$ cat config.mk
export PLATFORM = sky130hd
export DESIGN_NAME = wb_pipeline_reg_flat
export DESIGN_NICKNAME = d
export VERILOG_FILES = /design/src/rtl/wb_pipeline_reg_if.sv /design/src/rtl/wb_pipeline_reg.sv /design/src/flat_wrapper.sv
export SDC_FILE = /design/constraint.sdc
export NUM_CORES = 1
export LEC_CHECK = 0
export CAP_MARGIN = 20
export CORE_ASPECT_RATIO = 0.8
export CORE_MARGIN = 2
export CORE_UTILIZATION = 47
export DETAILED_ROUTE_END_ITERATION = 7
export GPL_ROUTABILITY_DRIVEN = 1
export PLACE_DENSITY = 0.79
export SYNTH_ARGS = -nofsm -noshare
export SYNTH_HDL_FRONTEND = slang
export SYNTH_SLANG_ARGS = --single-unit
$ cat constraint.sdc
create_clock -name CLK -period 4.7 [get_ports CLK]
set_clock_uncertainty 0.2 [all_clocks]
set_input_delay 1.175 -clock CLK [delete_from_list [all_inputs] [get_ports CLK]]
set_output_delay 1.175 -clock CLK [all_outputs]
set_load 0.02 [all_outputs]
$ cat src/rtl/wb_pipeline_reg_if.sv
// ---------------------------------------------------------------------------
// wb_pipeline_reg_if
// Bundle of the MEM/WB stage boundary signals.
//   Upstream side  : FLUSH, IN_VALID/IN_READY handshake and the incoming entry
//                    (REG_WRITE, MEM_TO_REG, IN_ADDRESS, ALU_RESULT,
//                    DATA_READED, PC_NEXT).
//   Downstream side: OUT_VALID/OUT_READY handshake, the head entry (*_OUT)
//                    and the STALL_COUNT debug counter.
// Modports:
//   master - the surrounding pipeline (drives entries and OUT_READY)
//   slave  - the pipeline register itself
// ---------------------------------------------------------------------------
interface wb_pipeline_reg_if #(
  parameter int DATA_W = 32,
  parameter int ADDR_W = 5,
  parameter int SEL_W  = 2,
  parameter int CNT_W  = 16
);
  logic              FLUSH;
  logic              IN_VALID;
  logic              IN_READY;
  logic              REG_WRITE;
  logic [SEL_W-1:0]  MEM_TO_REG;
  logic [ADDR_W-1:0] IN_ADDRESS;
  logic [DATA_W-1:0] ALU_RESULT;
  logic [DATA_W-1:0] DATA_READED;
  logic [DATA_W-1:0] PC_NEXT;

  logic              OUT_VALID;
  logic              OUT_READY;
  logic              REG_WRITE_OUT;
  logic [SEL_W-1:0]  MEM_TO_REG_OUT;
  logic [ADDR_W-1:0] IN_ADDRESS_OUT;
  logic [DATA_W-1:0] ALU_RESULT_OUT;
  logic [DATA_W-1:0] DATA_READED_OUT;
  logic [DATA_W-1:0] PC_NEXT_OUT;
  logic [CNT_W-1:0]  STALL_COUNT;

  modport master (
    output FLUSH, IN_VALID, REG_WRITE, MEM_TO_REG, IN_ADDRESS,
           ALU_RESULT, DATA_READED, PC_NEXT, OUT_READY,
    input  IN_READY, OUT_VALID, REG_WRITE_OUT, MEM_TO_REG_OUT,
           IN_ADDRESS_OUT, ALU_RESULT_OUT, DATA_READED_OUT, PC_NEXT_OUT,
           STALL_COUNT
  );

  modport slave (
    input  FLUSH, IN_VALID, REG_WRITE, MEM_TO_REG, IN_ADDRESS,
           ALU_RESULT, DATA_READED, PC_NEXT, OUT_READY,
    output IN_READY, OUT_VALID, REG_WRITE_OUT, MEM_TO_REG_OUT,
           IN_ADDRESS_OUT, ALU_RESULT_OUT, DATA_READED_OUT, PC_NEXT_OUT,
           STALL_COUNT
  );
endinterface

$ cat src/rtl/wb_pipeline_reg.sv
// ---------------------------------------------------------------------------
// wb_pipeline_reg
// MEM/WB pipeline register with valid/ready handshake and a 2-entry skid
// buffer (head H drives the outputs, skid S holds one younger entry).
// IN_READY is a flop, so upstream never sees a combinational path from
// OUT_READY. FLUSH drops both entries and ignores the same-cycle input.
// STALL_COUNT counts cycles with OUT_VALID=1 and OUT_READY=0, saturating.
// Ports:
//   CLK   - rising-edge clock
//   RESET - synchronous active-high reset (highest priority)
//   bus   - wb_pipeline_reg_if slave modport (handshakes, payloads, counter)
// ---------------------------------------------------------------------------
module wb_pipeline_reg #(
  parameter int DATA_W = 32,
  parameter int ADDR_W = 5,
  parameter int SEL_W  = 2,
  parameter int CNT_W  = 16
) (
  input  logic                CLK,
  input  logic                RESET,
  wb_pipeline_reg_if.slave    bus
);

  // Entry layout: {reg_write, mem_to_reg, address, alu, load data, pc_next}
  localparam int PAY_W = 1 + SEL_W + ADDR_W + 3 * DATA_W;

  typedef enum logic [1:0] {
    EMPTY = 2'd0,
    ONE   = 2'd1,
    FULL  = 2'd2
  } state_t;

  state_t             state_reg;
  state_t             state_next;
  logic               in_ready_reg;
  logic [PAY_W-1:0]   head_reg;
  logic [PAY_W-1:0]   skid_reg;
  logic [PAY_W-1:0]   in_payload;
  logic [CNT_W-1:0]   stall_cnt_reg;

  logic               accept;
  logic               pop;
  logic               out_valid;
  logic               load_head_in;
  logic               load_skid_in;
  logic               load_head_skid;

  assign in_payload = {bus.REG_WRITE, bus.MEM_TO_REG, bus.IN_ADDRESS,
                       bus.ALU_RESULT, bus.DATA_READED, bus.PC_NEXT};

  assign out_valid = (state_reg != EMPTY);
  assign accept    = bus.IN_VALID & in_ready_reg;
  assign pop       = out_valid & bus.OUT_READY;

  // State register. IN_READY is computed from the next state so that it is
  // already low on the cycle the skid entry becomes occupied.
  always_ff @(posedge CLK) begin
    if (RESET) begin
      state_reg    <= EMPTY;
      in_ready_reg <= 1'b1;
    end else begin
      state_reg    <= state_next;
      in_ready_reg <= (state_next != FULL);
    end
  end

  // Next-state logic
  always_comb begin
    state_next = state_reg;
    if (bus.FLUSH) begin
      state_next = EMPTY;
    end else begin
      case (state_reg)
        EMPTY: if (accept) state_next = ONE;
        ONE: begin
          if (accept && !pop)      state_next = FULL;
          else if (!accept && pop) state_next = EMPTY;
        end
        FULL:    if (pop) state_next = ONE;
        default: state_next = EMPTY;
      endcase
    end
  end

  // Datapath controls. A flush suppresses every load so the same-cycle input
  // is never captured and the payload registers simply hold.
  always_comb begin
    load_head_in   = 1'b0;
    load_skid_in   = 1'b0;
    load_head_skid = 1'b0;
    if (!bus.FLUSH) begin
      case (state_reg)
        EMPTY: load_head_in = accept;
        ONE: begin
          load_head_in = accept & pop;
          load_skid_in = accept & ~pop;
        end
        FULL:    load_head_skid = pop;
        default: ;
      endcase
    end
  end

  // Payload registers
  always_ff @(posedge CLK) begin
    if (RESET) begin
      head_reg <= '0;
      skid_reg <= '0;
    end else begin
      if (load_head_in)        head_reg <= in_payload;
      else if (load_head_skid) head_reg <= skid_reg;
      if (load_skid_in)        skid_reg <= in_payload;
    end
  end

  // Saturating stall counter; only RESET clears it.
  always_ff @(posedge CLK) begin
    if (RESET) begin
      stall_cnt_reg <= '0;
    end else if (out_valid && !bus.OUT_READY && (stall_cnt_reg != '1)) begin
      stall_cnt_reg <= stall_cnt_reg + CNT_W'(1);
    end
  end

  assign bus.IN_READY        = in_ready_reg;
  assign bus.OUT_VALID       = out_valid;
  // Write enable gated by valid so a bubble can never write the register file
  assign bus.REG_WRITE_OUT   = head_reg[PAY_W-1] & out_valid;
  assign bus.MEM_TO_REG_OUT  = head_reg[PAY_W-2 -: SEL_W];
  assign bus.IN_ADDRESS_OUT  = head_reg[3*DATA_W +: ADDR_W];
  assign bus.ALU_RESULT_OUT  = head_reg[2*DATA_W +: DATA_W];
  assign bus.DATA_READED_OUT = head_reg[DATA_W +: DATA_W];
  assign bus.PC_NEXT_OUT     = head_reg[0 +: DATA_W];
  assign bus.STALL_COUNT     = stall_cnt_reg;

endmodule

$ cat src/flat_wrapper.sv
// flat-port wrapper written by rule: the top's interface ports become plain ports
module wb_pipeline_reg_flat 
#(
  parameter int DATA_W = 32,
  parameter int ADDR_W = 5,
  parameter int SEL_W  = 2,
  parameter int CNT_W  = 16
)
  (CLK, RESET, bus_FLUSH, bus_IN_VALID, bus_REG_WRITE, bus_MEM_TO_REG, bus_IN_ADDRESS, bus_ALU_RESULT, bus_DATA_READED, bus_PC_NEXT, bus_OUT_READY, bus_IN_READY, bus_OUT_VALID, bus_REG_WRITE_OUT, bus_MEM_TO_REG_OUT, bus_IN_ADDRESS_OUT, bus_ALU_RESULT_OUT, bus_DATA_READED_OUT, bus_PC_NEXT_OUT, bus_STALL_COUNT);
  wb_pipeline_reg_if #(.DATA_W(DATA_W), .ADDR_W(ADDR_W), .SEL_W(SEL_W), .CNT_W(CNT_W)) bus_i ();
  input  logic CLK;
  input  logic RESET;
  input wire logic [$bits(bus_i.FLUSH)-1:0] bus_FLUSH;
  input wire logic [$bits(bus_i.IN_VALID)-1:0] bus_IN_VALID;
  input wire logic [$bits(bus_i.REG_WRITE)-1:0] bus_REG_WRITE;
  input wire logic [$bits(bus_i.MEM_TO_REG)-1:0] bus_MEM_TO_REG;
  input wire logic [$bits(bus_i.IN_ADDRESS)-1:0] bus_IN_ADDRESS;
  input wire logic [$bits(bus_i.ALU_RESULT)-1:0] bus_ALU_RESULT;
  input wire logic [$bits(bus_i.DATA_READED)-1:0] bus_DATA_READED;
  input wire logic [$bits(bus_i.PC_NEXT)-1:0] bus_PC_NEXT;
  input wire logic [$bits(bus_i.OUT_READY)-1:0] bus_OUT_READY;
  output wire logic [$bits(bus_i.IN_READY)-1:0] bus_IN_READY;
  output wire logic [$bits(bus_i.OUT_VALID)-1:0] bus_OUT_VALID;
  output wire logic [$bits(bus_i.REG_WRITE_OUT)-1:0] bus_REG_WRITE_OUT;
  output wire logic [$bits(bus_i.MEM_TO_REG_OUT)-1:0] bus_MEM_TO_REG_OUT;
  output wire logic [$bits(bus_i.IN_ADDRESS_OUT)-1:0] bus_IN_ADDRESS_OUT;
  output wire logic [$bits(bus_i.ALU_RESULT_OUT)-1:0] bus_ALU_RESULT_OUT;
  output wire logic [$bits(bus_i.DATA_READED_OUT)-1:0] bus_DATA_READED_OUT;
  output wire logic [$bits(bus_i.PC_NEXT_OUT)-1:0] bus_PC_NEXT_OUT;
  output wire logic [$bits(bus_i.STALL_COUNT)-1:0] bus_STALL_COUNT;
  assign bus_i.FLUSH = bus_FLUSH;
  assign bus_i.IN_VALID = bus_IN_VALID;
  assign bus_i.REG_WRITE = bus_REG_WRITE;
  assign bus_i.MEM_TO_REG = bus_MEM_TO_REG;
  assign bus_i.IN_ADDRESS = bus_IN_ADDRESS;
  assign bus_i.ALU_RESULT = bus_ALU_RESULT;
  assign bus_i.DATA_READED = bus_DATA_READED;
  assign bus_i.PC_NEXT = bus_PC_NEXT;
  assign bus_i.OUT_READY = bus_OUT_READY;
  assign bus_IN_READY = bus_i.IN_READY;
  assign bus_OUT_VALID = bus_i.OUT_VALID;
  assign bus_REG_WRITE_OUT = bus_i.REG_WRITE_OUT;
  assign bus_MEM_TO_REG_OUT = bus_i.MEM_TO_REG_OUT;
  assign bus_IN_ADDRESS_OUT = bus_i.IN_ADDRESS_OUT;
  assign bus_ALU_RESULT_OUT = bus_i.ALU_RESULT_OUT;
  assign bus_DATA_READED_OUT = bus_i.DATA_READED_OUT;
  assign bus_PC_NEXT_OUT = bus_i.PC_NEXT_OUT;
  assign bus_STALL_COUNT = bus_i.STALL_COUNT;
  wb_pipeline_reg #(.DATA_W(DATA_W), .ADDR_W(ADDR_W), .SEL_W(SEL_W), .CNT_W(CNT_W)) u_core (.CLK(CLK), .RESET(RESET), .bus(bus_i));
endmodule
==> flow_summary.yaml <==
timing:
  fmax_mhz: 303
  finalSetupTns_ps: 0
  tightest_slew_ps: 918
  report.final.slew_viol_count: 0
  rsz0062_at_grt: "false"
  setup_violations: 0
  holdWs_ps: 251
  finalCriticalPeriod_ps: 3300
  slew_headroom_pct: 38.8
  fin_crit_sh_pct: 70.3
  hold_violations: 0
  setup_slack_ps: 1400
yosys:
  synthCells: 1135
  syn-num-nets: 1245
  yosys.area.top_type: "dfxtp_1"
  ys_seq_area_share_pct: 48.7
  synthTopCellsByArea: "dfxtp_1 (49%), nand2_1 (13%), a21oi_1 (12%)"
  avgSynthCellArea_um2: 8.23
  synth_ff_type: "dfxtp_1"
  syn_area_mm2: 0.00934
  async_flop_share_pct: 0
  synth_top_area_share_pct: 48.7
  synth_edf_count: 0
  ys_warn_count: 0
  ys_ff_latch: 227
  yosysUniqueCellTypes: 47
setup_path:
  criticalPathCategory: "register to output pin"
  timing.rr.end: "u_core.bus.STALL_COUNT[9]"
  reg2regPathDepth: 5
  required_ps: 3320
  worstSetupEndpointType: "output pin"
  critPathLaunchType: "register"
  path_max_fanout: 8
  critPathLaunch: "u_core.state_reg[1]"
  r2r_setup_slack_ps: 2290
  critPathArrivalTime_ps: 1930
  r2r_start: "u_core.bus.STALL_COUNT[0]"
routing:
  firstDrtPassIters: 5
  wl_um: 23400
  drc_errors: 0
  postRouteAntennaNets: 0
  avgRoutedWirePerCell_um: 15.7
  via_per_inst: 5.35
  drt-initial-drc-count: 750
  num_vias: 7981
placed_design:
  port_buffers: 230
  dp_hpwl_um: 14100
  dp_slack_ps: 1090
  gp_congestion: 0.765
hold_path:
  worst_hold_path.endpoint: "u_core.head_reg[0]"
  worstHoldStart: "u_core.head_reg[0]"
  holdPathStages: 2
  worstHoldPathType: "register to register"
layout:
  finalNetCount: 1322
  drive_gt1_share_pct: 5.37
  layout_commonest_cell: "nand2_1"
  syn_to_final_growth_pct: 26.7
  fin_util_pct: 60.3
  n_antenna_cell: 0
  mostFrequentLayoutCells: "nand2_1 (315), clkdlybuf4s50_1 (229), dfxtp_1 (227)"
clock_network:
  post-cts-setup-buffers: 0
  root_buffer: "clkbuf_16"
  clkTransAtPathRegs_ps: 70
  postCtsHoldBufs: 0
  cts_buffers: 23
  clk_latency_ps: 500
  cts-resized-gates: 0
  clkSinkCount: 227
  cts_tree: "done"
  htreeDepth: 1
  clk_path_buf_depth: 3
floorplan:
  coreArea_mm2: 0.0196
  start_util_pct: 47.6
  fp.dieH_um: 130
  dieArea_mm2: 0.0210
  rows: 46
  dieWidth_um: 162
  io_pins: 231
global_routing:
  gr-total-overflow: 0
  grt_max_degree: 124
  grt_pass1_vias: 7114
  grt_pass1_wl_um: 36600
  grt_use_total_pct: 21.1
  antenna_found_initial: 0
power_and_ir_drop:
  leakagePower_nw: 3.93
  peakVddDrop_v: 0.000226
  powerDensity_mw_per_mm2: 363
job:
  cap_violations: 0
run_status:
  status: "finished, final reports clean"
==> per-layer routing <==
| metal | wire length, um | GRT usage (%) | share of wire [%] | vias up |
|---|---|---|---|---|
| li1 | - | - | - | 3929 |
| met5 | 0 | 0 | 0 | - |
| met3 | 1430 | 4.74 | 6.1 | 32 |
| met4 | 440 | 5.04 | 1.9 | 0 |
| met2 | 10900 | 35.1 | 47 | 254 |
| met1 | 10600 | 28.2 | 45 | 3766 |
==> power by group <==
part	switching, mW	internal [mW]
clock	0.761	1.12
sequential	0.0285	1.97
combinational	0.212	0.201
total	1.00	3.29
==> how the worst max path moves through the flow <==
stage,end,cells past startpoint
finish,bus_REG_WRITE_OUT,3
global route,bus_REG_WRITE_OUT,3
CTS,bus_REG_WRITE_OUT,3
detailed placement,u_core.head_reg[94],6
global placement,u_core.head_reg[103],6
floorplan,u_core.bus.STALL_COUNT[12],4
==> cell usage after synthesis (all sizes together), types with 2 or more instances <==
library cell	instances
nand2	316
dfxtp	227
a21oi	220
buf	137
a22oi	104
clkbuf	50
nor2	12
nand3	6
nor2b	6
nand4	5
or4	5
inv	4
nor4	4
o31ai	4
mux2	3
nor3	3
o21ai	3
a211oi	2
nor4bb	2
o41ai	2
or2	2
==> worst max-delay path, stage by stage, from the launching register on <==
cell and delay, ps:
dfxtp_1 380, or2_2 330, and2_1 160, clkdlybuf4s50_1 560
==> metrics by stage <==
stage	cells	instance area (um2)	power, mW
after floorplan	1135	9340	2.28
after global placement	1451	11000	2.45
after detailed placement	1451	11000	2.46
after CTS	1492	11800	4.33
after global routing	1492	11800	4.44
final	1492	11800	4.29
==> kinds of logic after synthesis <==
| family | share of synthesized area, % |
|---|---|
| xor+xnor | 0.0938 |
| buf+inv | 12.4 |
| mux | 0.362 |
| fa+ha+maj | 0.134 |
| simple gates | 16.6 |
| flops | 48.7 |
| compound gates | 21.7 |
==> cell type report <==
cell class              count  area, um2
clock buffers              31        676
clock inverters            10        106
fillers                  1680       7790
inverters                   4       15.0
multi-input cells         717       3680
flip-flops and latches    227       4540
well taps                 264        330
repair buffers            239       2480
Note: power is estimated with default switching activity, not from simulation.
